File: src/rtl/booth_mult_seq_if.sv
// Request/response bundle for booth_mult_seq.
// The accum request bit exists only when MULT_ACCUM_EN is defined.
interface booth_mult_seq_if #(
   parameter int WIDTH = 32
);
   logic             start;
   logic             is_signed;
`ifdef MULT_ACCUM_EN
   logic             accum;
`endif
   logic [WIDTH-1:0] a;
   logic [WIDTH-1:0] b;
   logic             busy;
   logic             done;
   logic [WIDTH-1:0] result_hi;
   logic [WIDTH-1:0] result_lo;

`ifdef MULT_ACCUM_EN
   modport master (
      output start, is_signed, accum, a, b,
      input  busy, done, result_hi, result_lo
   );
   modport slave (
      input  start, is_signed, accum, a, b,
      output busy, done, result_hi, result_lo
   );
`else
   modport master (
      output start, is_signed, a, b,
      input  busy, done, result_hi, result_lo
   );
   modport slave (
      input  start, is_signed, a, b,
      output busy, done, result_hi, result_lo
   );
`endif
endinterface

File: src/rtl/booth_mult_seq.sv
// Sequential radix-2 Booth multiplier (MULT/MULTU), one step per clock.
// Optional MADD/MADDU accumulation when MULT_ACCUM_EN is defined.
module booth_mult_seq #(
   parameter int WIDTH = 32,
   parameter int CNT_W = $clog2(WIDTH + 2)
) (
   input  logic           clk,
   input  logic           Reset,
   booth_mult_seq_if.slave bus
);
   localparam int EW = WIDTH + 1;        // extended operand width
   localparam int PW = 2 * WIDTH + 3;    // {acc, multiplier, booth bit}
   localparam logic [CNT_W-1:0] CNT_INIT = CNT_W'(WIDTH + 1);
   localparam logic [CNT_W-1:0] CNT_LAST = CNT_W'(1);

   typedef enum logic {IDLE, RUN} state_t;

   state_t           state_reg, state_next;
   logic [PW-1:0]    p_reg, p_next;
   logic [EW-1:0]    a_ext_reg, a_ext_next;
   logic [CNT_W-1:0] cnt_reg, cnt_next;
   logic             done_reg, done_next;
   logic [WIDTH-1:0] hi_reg, hi_next;
   logic [WIDTH-1:0] lo_reg, lo_next;
`ifdef MULT_ACCUM_EN
   logic             accum_reg, accum_next;
`endif

   logic             add_op, sub_op;
   logic [EW-1:0]    addend;
   logic [EW-1:0]    upper_sum;
   logic [PW-1:0]    p_step;
   logic [EW-1:0]    a_in_ext, b_in_ext;
   logic [2*WIDTH-1:0] product, final_val;

   assign add_op = (p_reg[1:0] == 2'b01);
   assign sub_op = (p_reg[1:0] == 2'b10);

   // Subtraction is add of the inverted operand with carry-in set.
   genvar gi;
   generate
      for (gi = 0; gi < EW; gi++) begin : g_addend
         assign addend[gi] = (a_ext_reg[gi] ^ sub_op) & (add_op | sub_op);
      end
   endgenerate

   assign upper_sum = p_reg[PW-1 -: EW] + addend + {{(EW-1){1'b0}}, sub_op};
   assign p_step    = {upper_sum[EW-1], upper_sum, p_reg[PW-EW-1:1]};
   assign product   = p_step[2*WIDTH:1];

   assign a_in_ext = {bus.is_signed & bus.a[WIDTH-1], bus.a};
   assign b_in_ext = {bus.is_signed & bus.b[WIDTH-1], bus.b};

`ifdef MULT_ACCUM_EN
   assign final_val = accum_reg ? ({hi_reg, lo_reg} + product) : product;
`else
   assign final_val = product;
`endif

   always_comb begin
      state_next = state_reg;
      p_next     = p_reg;
      a_ext_next = a_ext_reg;
      cnt_next   = cnt_reg;
      done_next  = 1'b0;
      hi_next    = hi_reg;
      lo_next    = lo_reg;
`ifdef MULT_ACCUM_EN
      accum_next = accum_reg;
`endif
      case (state_reg)
         IDLE: begin
            if (bus.start) begin
               a_ext_next = a_in_ext;
               p_next     = {{EW{1'b0}}, b_in_ext, 1'b0};
               cnt_next   = CNT_INIT;
               state_next = RUN;
`ifdef MULT_ACCUM_EN
               accum_next = bus.accum;
`endif
            end
         end
         RUN: begin
            p_next   = p_step;
            cnt_next = cnt_reg - 1'b1;
            if (cnt_reg == CNT_LAST) begin
               hi_next    = final_val[2*WIDTH-1:WIDTH];
               lo_next    = final_val[WIDTH-1:0];
               done_next  = 1'b1;
               state_next = IDLE;
            end
         end
         default: state_next = IDLE;
      endcase
   end

   always_ff @(posedge clk) begin
      if (!Reset) begin
         state_reg <= IDLE;
         p_reg     <= '0;
         a_ext_reg <= '0;
         cnt_reg   <= '0;
         done_reg  <= 1'b0;
         hi_reg    <= '0;
         lo_reg    <= '0;
`ifdef MULT_ACCUM_EN
         accum_reg <= 1'b0;
`endif
      end else begin
         state_reg <= state_next;
         p_reg     <= p_next;
         a_ext_reg <= a_ext_next;
         cnt_reg   <= cnt_next;
         done_reg  <= done_next;
         hi_reg    <= hi_next;
         lo_reg    <= lo_next;
`ifdef MULT_ACCUM_EN
         accum_reg <= accum_next;
`endif
      end
   end

   assign bus.busy      = (state_reg == RUN);
   assign bus.done      = done_reg;
   assign bus.result_hi = hi_reg;
   assign bus.result_lo = lo_reg;
endmodule

File: src/flat_wrapper.sv
// flat-port wrapper written by rule: the top's interface ports become plain ports
module booth_mult_seq_flat 
#(
   parameter int WIDTH = 32,
   parameter int CNT_W = $clog2(WIDTH + 2)
)
  (clk, Reset, bus_start, bus_is_signed, bus_a, bus_b, bus_busy, bus_done, bus_result_hi, bus_result_lo);
  booth_mult_seq_if #(.WIDTH(WIDTH)) bus_i ();
  input  logic clk;
  input  logic Reset;
  input wire logic [$bits(bus_i.start)-1:0] bus_start;
  input wire logic [$bits(bus_i.is_signed)-1:0] bus_is_signed;
  input wire logic [$bits(bus_i.a)-1:0] bus_a;
  input wire logic [$bits(bus_i.b)-1:0] bus_b;
  output wire logic [$bits(bus_i.busy)-1:0] bus_busy;
  output wire logic [$bits(bus_i.done)-1:0] bus_done;
  output wire logic [$bits(bus_i.result_hi)-1:0] bus_result_hi;
  output wire logic [$bits(bus_i.result_lo)-1:0] bus_result_lo;
  assign bus_i.start = bus_start;
  assign bus_i.is_signed = bus_is_signed;
  assign bus_i.a = bus_a;
  assign bus_i.b = bus_b;
  assign bus_busy = bus_i.busy;
  assign bus_done = bus_i.done;
  assign bus_result_hi = bus_i.result_hi;
  assign bus_result_lo = bus_i.result_lo;
  booth_mult_seq #(.WIDTH(WIDTH), .CNT_W(CNT_W)) u_core (.clk(clk), .Reset(Reset), .bus(bus_i));
endmodule
File: config.mk
export PLATFORM = sky130hd
export DESIGN_NAME = booth_mult_seq_flat
export DESIGN_NICKNAME = d
export VERILOG_FILES = /design/src/rtl/booth_mult_seq_if.sv /design/src/rtl/booth_mult_seq.sv /design/src/flat_wrapper.sv
export SDC_FILE = /design/constraint.sdc
export NUM_CORES = 1
export LEC_CHECK = 0
export CAP_MARGIN = 20
export CELL_PAD_IN_SITES_DETAIL_PLACEMENT = 2
export CELL_PAD_IN_SITES_GLOBAL_PLACEMENT = 2
export CORE_MARGIN = 2
export CORE_UTILIZATION = 34
export CTS_CLUSTER_DIAMETER = 60
export DETAILED_ROUTE_END_ITERATION = 6
export PLACE_DENSITY_LB_ADDON = 0.2
export SLEW_MARGIN = 20
export SYNTH_ARGS = -nofsm -noshare
export SYNTH_HDL_FRONTEND = slang
export SYNTH_SLANG_ARGS = --single-unit
File: constraint.sdc
create_clock -name clk -period 6.3 [get_ports clk]
set_input_delay 1.575 -clock clk [delete_from_list [all_inputs] [get_ports clk]]
set_output_delay 1.575 -clock clk [all_outputs]
set_load 0.005 [all_outputs]
==> impl_metrics.csv, run 1 <==
group,metric,value,unit
detailed_routing,drc,0,
global_route,grt_util_met1,26.2,%
worst_hold_path,min_path_type,"flop to flop",
synthesis,syn_area,0.00832,mm²
synthesis,synth_ff_type,"dfxtp_1",
worst_setup_path,end_kind,"flop",
worst_setup_path,slowest_stage,"ha_2",
global_route,grt_first_pass_wirelength,45100,µm
layout,fin_util,43.3,%
synthesis,synthTopCellsByCount,"nand2_1 (210), dfxtp_1 (171), a21oi_1 (166)",
layout,drive_above_1_share,5.51,%
detailed_routing,antenna_left,0,
floorplanning,dieWidth,160,µm
clocking,tritoncts,"built",
synthesis,async_flop_share,0,%
synthesis,synth.avg_cell_area,7.86,µm²
placed_design,port_buffers,133,
clocking,cts_hold_buf,0,
outcome,status,"finished, final reports clean",
detailed_routing,drt_iter0_markers,277,
floorplanning,dieHeight,160,µm
layout,nets,1253,
clocking,post-cts-setup-buffers,0,
detailed_routing,drt_wl_total,27600,µm
layout,seq_area,0.00343,mm²
detailed_routing,wl_per_cell,18.6,µm
placed_design,gp_congestion,0.787,
worst_setup_path,cpMostUsedCell,"a21oi_1",
worst_setup_path,critPathLaunchType,"flop",
worst_setup_path,cp.buffers_inverters,1,
job,timing.max_cap.violations,0,
timing,max_freq,0.233,GHz
placed_design,dp_slack,2080,ps
synthesis,synthCells,1059,
worst_setup_path,cpPeakStageDelay,810,ps
timing,fin_crit,4300,ps
layout,synthToLayoutAreaGrowth,25.7,%
synthesis,ys_top_cells_by_area,"dfxtp_1 (41%), a21oi_1 (10%), nand2_1 (9.5%), nor2_1 (6.3%), xnor2_1 (5.3%)",
layout,largest_reg_flops,66,
synthesis,yosysMostFrequentCell,"nand2_1",
synthesis,synth.largest_area_cell,"dfxtp_1",
worst_setup_path,critPathKind,"flop to flop",
timing,maxSlewHeadroom,36.7,%
power,ir_worst_vdd,127,µV
power,p_leak,3.90,nW
worst_setup_path,crit_chain,"inv_1, ha_2, nor2_1, fa_1, fa_1, a21oi_1, o211ai_1, a21oi_1, nand2_1, a31oi_1, o21ai_1, xnor2_1, nand2_1, a21oi_1",
timing,min_period_over_period,68.2,%
timing,rsz0062_at_grt,"false",
global_route,use_met2,38.5,%
global_route,gr-usage-met3,5.53,%
power,p_per_area,243,mW/mm²
global_route,overflow,0,
floorplanning,pin_count,134,
global_route,track_usage,21.8,%
timing,tightest_slew,950,ps
synthesis,synth_nets,1163,
clocking,cts_root_buffer,"clkbuf_16",
worst_setup_path,cp_data_required_time,6670,ps
timing,setup_viol,0,
synthesis,ys_ff_latch,171,
worst_setup_path,cp_max_fo,33,
global_route,grt_max_degree,88,
layout,multi_input_area,0.00459,mm²
synthesis,synthDistinctLibCells,55,
detailed_routing,vias_per_cell,5.15,
synthesis,yosysSeqAreaShare,41.1,%
global_route,grt_pass1_vias,8515,
synthesis,yosys_warnings,0,
clocking,cts.clk_slew.worst_paths,70,ps
layout,antenna_cells,0,
worst_setup_path,crit_arrival,4670,ps
synthesis,synth_top_area_share,41.1,%
timing,finalClockSkew,12.5,ps
placed_design,dpl.hpwl,18100,µm
layout,nFillCells,2753,
worst_setup_path,cpLargestDelayFamily,"adder cells",
floorplanning,core-area,0.0242,mm²
timing,finalSetupTns,0,ps
global_route,antenna_found_initial,1,
clocking,insertion_delay,440,ps
detailed_routing,via_count,7648,
timing,final_max_slew_viol_count,0,
global_route,top_usage_layer,"met2",
timing,hold_viol,0,
timing,setup_ws,2000,ps
detailed_routing,drt-pass1-iter-count,4,
clocking,cts_buffers,17,
clocking,cts_resized,0,
floorplanning,num_rows,57,
clocking,clock_sinks,171,
clocking,h-tree-depth,4,
floorplanning,initial_core_util,34.4,%
synthesis,synth_edf_count,0,
clocking,cts_buffer_depth,2,
floorplanning,dieArea,0.0257,mm²
-- cells by family after synthesis --
| group | count (synthesis) | synth area share [%] |
|---|---|---|
| AND/OR/NAND/NOR | 417 | 20.9 |
| adder cells (fa/ha/maj) | 36 | 5.59 |
| XOR/XNOR | 61 | 6.42 |
| multiplexers | 32 | 3.85 |
| AO/OA/AOI/OAI | 257 | 18.2 |
| buffers and inverters | 85 | 3.88 |
| flip-flops | 171 | 41.1 |
-- cell type report --
class	count	share of cell area [%]
Sequential cell	171	32.8
Tap cell	324	3.87
Multi-Input combinational cell	803	43.8
Clock inverter	15	1.64
Timing Repair Buffer	142	13.3
Clock buffer	17	4.07
Inverter	14	0.526
-- final timing paths --
check | startpoint | to | slack [ps] | depth (start not counted)
max reg2reg | u_core.p_reg[0] | u_core.bus.result_hi[18] | 2000 | 14
min reg2reg | u_core.bus.result_hi[19] | u_core.bus.result_hi[19] | 460 | 2
min | u_core.bus.result_hi[19] | u_core.bus.result_hi[19] | 460 | 2
max | u_core.p_reg[0] | u_core.bus.result_hi[18] | 2000 | 14
-- cell usage in the layout (no fill, tap or decap), drive strengths merged, types with 2 or more instances in the layout --
cell type	instances
nand2	210
dfxtp	171
a21oi	171
nor2	140
clkdlybuf4s50	132
xnor2	50
ha	34
mux2i	32
o21ai	30
inv	24
nand3	18
clkbuf	17
nor3b	14
a21o	11
xor2	11
buf	10
nor3	8
a22o	8
nand4	5
a31oi	5
o21a	4
and3	4
o21bai	4
a311oi	4
nand2b	4
nor2b	4
o211ai	4
and2	3
a211oi	3
clkinv	3
o22ai	2
a21boi	2
nand4b	2
fa	2
o31ai	2
or2	2
a221oi	2
-- worst min-delay path, stage by stage (launching register included) --
cell and delay (ps):
dfxtp_1 310, nand2_1 50, a21oi_1 50
-- per-stage QoR --
stage | total power, mW | instances | cell area [µm²] | hold WS, ps
floorplan | 1.36 | 1059 | 8320 | 430
global placement | 1.47 | 1454 | 9870 | 441
detailed placement | 1.48 | 1454 | 9870 | 452
CTS | 2.58 | 1486 | 10500 | 462
global route | 2.66 | 1486 | 10500 | 480
finish | 2.54 | 1486 | 10500 | 458
-- layer usage --
layer | part of all wire, % | vias up
li1 | - | 3736
met1 | 44 | 3756
met2 | 50 | 123
met3 | 4.4 | 31
met4 | 1.5 | 2
met5 | 0.047 | -
-- power by group --
part / total (mW) / internal [mW] / switching, mW
clock: 1.09 / 0.569 / 0.522
combinational: 0.296 / 0.125 / 0.172
sequential: 1.16 / 1.12 / 0.0381
No activity file was read; power rests on OpenSTA's default activity.
==> run 2: changes to the inputs <==
- CORE_UTILIZATION: 34 -> 31
- clock period: 6.3 -> 4.2 ns (I/O delays scaled with it)
==> run 2 against run 1 <==
Clock skew grew 3.6 ps. Register-to-register slack lost 1500 ps. Worst hold slack lost 0.95 ps. Non-clock buffer count grew 7. Flip-flop and latch count is the same. Global-route usage shrank 2.3 points. Routed wire length shrank 2.1%. Count of clock-buffer cells in the layout is the same. Total power grew 50%. Sequential share of layout area shrank 0.24 points. Via count is essentially flat.
==> impl_metrics.csv, run 2 (synthesis results as in run 1) <==
group,metric,value,unit
timing,finalSetupTns,0,ps
timing,fin_crit,3700,ps
floorplanning,num_rows,59,
worst_setup_path,end_kind,"flop",
job,timing.max_cap.violations,0,
clocking,cts_resized,0,
power,p_leak,3.93,nW
worst_setup_path,critPathKind,"flop to flop",
clocking,clock_sinks,171,
power,design_power_total,3.82,mW
timing,hold_viol,0,
worst_setup_path,cpLargestDelayFamily,"compound AO/OA/AOI/OAI gates",
timing,max_freq,0.270,GHz
worst_setup_path,critPathLaunchType,"flop",
floorplanning,initial_core_util,31.8,%
global_route,grt_first_pass_wirelength,44100,µm
clocking,h-tree-depth,4,
clocking,cts.clk_slew.worst_paths,80,ps
detailed_routing,antenna_left,0,
power,swShare,28.7,%
worst_setup_path,crit_chain,"inv_1, ha_2, buf_4, fa_1, fa_1, a21oi_1, o211ai_1, a21oi_1, a31oi_4, a21oi_2, o21ai_1, xnor2_1, a21oi_1, o22ai_1",
placed_design,placed_area,0.00994,mm²
clocking,cts_buffers,17,
layout,nFillCells,2993,
timing,final_max_slew_viol_count,0,
worst_setup_path,cp_max_fo,20,
clocking,cts_root_buffer,"clkbuf_16",
timing,setup_viol,0,
global_route,overflow,0,
layout,design_area,0.0105,mm²
power,internal-power,2.72,mW
layout,fin_util,40.2,%
timing,finalClockSkew,16.1,ps
layout,layout_commonest_cell,"nand2_1",
placed_design,dpl.hpwl,18300,µm
power,p_sw,1.10,mW
worst_setup_path,slowest_stage,"fa_1",
floorplanning,core-area,0.0262,mm²
floorplanning,pin_count,134,
detailed_routing,vias_per_cell,5.09,
timing,maxSlewHeadroom,40.0,%
timing,rsz0062_at_grt,"false",
worst_setup_path,crit_arrival,4060,ps
detailed_routing,drt-pass1-iter-count,4,
worst_hold_path,min_path_type,"flop to flop",
layout,nets,1260,
power,ir_worst_vdd,294,µV
clocking,cts_buffer_depth,2,
clocking,cts_hold_buf,0,
layout,drive_above_1_share,5.99,%
layout,layout_common_cells,"nand2_1 (210), dfxtp_1 (170), a21oi_1 (166), nor2_1 (139), clkdlybuf4s50_1 (132)",
worst_setup_path,r2r-start,"u_core.p_reg[0]",
floorplanning,dieWidth,168,µm
worst_hold_path,hp-start,"u_core.bus.result_lo[14]",
power,clkPwrFrac,42.8,%
outcome,status,"finished, final reports clean",
detailed_routing,drt_iter0_markers,301,
global_route,grt_pass1_vias,8225,
worst_setup_path,cp.buffers_inverters,2,
power,p_per_area,362,mW/mm²
worst_setup_path,startpoint,"u_core.p_reg[0]",
detailed_routing,drt_wl_total,27000,µm
clocking,tritoncts,"built",
floorplanning,dieHeight,168,µm
worst_setup_path,cpPeakStageDelay,480,ps
detailed_routing,drc,0,
placed_design,gp_congestion,0.795,
worst_setup_path,cpMostUsedCell,"a21oi_1",
timing,min_period_over_period,88.2,%
power,p_comb_share,11.9,%
floorplanning,dieArea,0.0282,mm²
placed_design,port_buffers,133,
global_route,track_usage,19.5,%
global_route,grt_max_degree,98,
layout,synthToLayoutAreaGrowth,26.7,%
worst_setup_path,cp_data_required_time,4560,ps
timing,tightest_slew,900,ps
detailed_routing,wl_per_cell,17.9,µm
clocking,post-cts-setup-buffers,0,
clocking,insertion_delay,440,ps
power,p_seq_share,45.3,%
layout,largest_reg_flops,66,
global_route,antenna_found_initial,2,
detailed_routing,via_count,7654,
[run 2: worst paths after layout]
path | end | slack (ps) | cells past startpoint
max | u_core.p_reg[65] | 500 | 14
min reg2reg | u_core.bus.result_lo[14] | 460 | 2
max reg2reg | u_core.p_reg[65] | 500 | 14
min | u_core.bus.result_lo[14] | 460 | 2
[run 2: layout make-up]
class                           count  area, µm²  share of cell area, %
Multi-Input combinational cell    803       4580                   43.5
Sequential cell                   171       3430                   32.5
Timing Repair Buffer              149       1460                   13.8
Clock buffer                       17        425                   4.04
Tap cell                          335        419                   3.98
Clock inverter                     15        170                   1.61
Inverter                           14       55.1                  0.522
Antenna cell                        1       2.50                 0.0237
[run 2: worst reg2reg max path, stage by stage (launching register included)]
cell,delay (ps)
dfxtp_1,310
inv_1,50
ha_2,200
buf_4,260
fa_1,490
fa_1,420
a21oi_1,290
o211ai_1,170
a21oi_1,340
a31oi_4,180
a21oi_2,250
o21ai_1,120
xnor2_1,240
a21oi_1,130
o22ai_1,170
[run 2: power by group through the flow]
stage / clock, mW / sequential [mW] / combinational [mW]
2_1_floorplan: 0 / 1.75 / 0.288
3_3_place_gp: 0 / 1.77 / 0.446
5_1_grt: 1.75 / 1.74 / 0.508
3_5_place_dp: 0 / 1.77 / 0.458
4_1_cts: 1.67 / 1.73 / 0.463
6_report: 1.63 / 1.73 / 0.454
[run 2: routing by layer]
metal  track usage, %  routed length, µm
met1             25.5              12900
met2             33.4              12800
met3             3.46                898
met4             5.10                357
met5                0                 13
[run 2: metrics by stage]
step | hold slack (ps) | worst slack, ps | std cells
6_report | 457 | 497 | 1505
5_1_grt | 486 | 220 | 1505
4_1_cts | 461 | 441 | 1504
3_5_place_dp | 449 | 545 | 1472
3_3_place_gp | 442 | 741 | 1472
2_1_floorplan | 430 | 769 | 1059
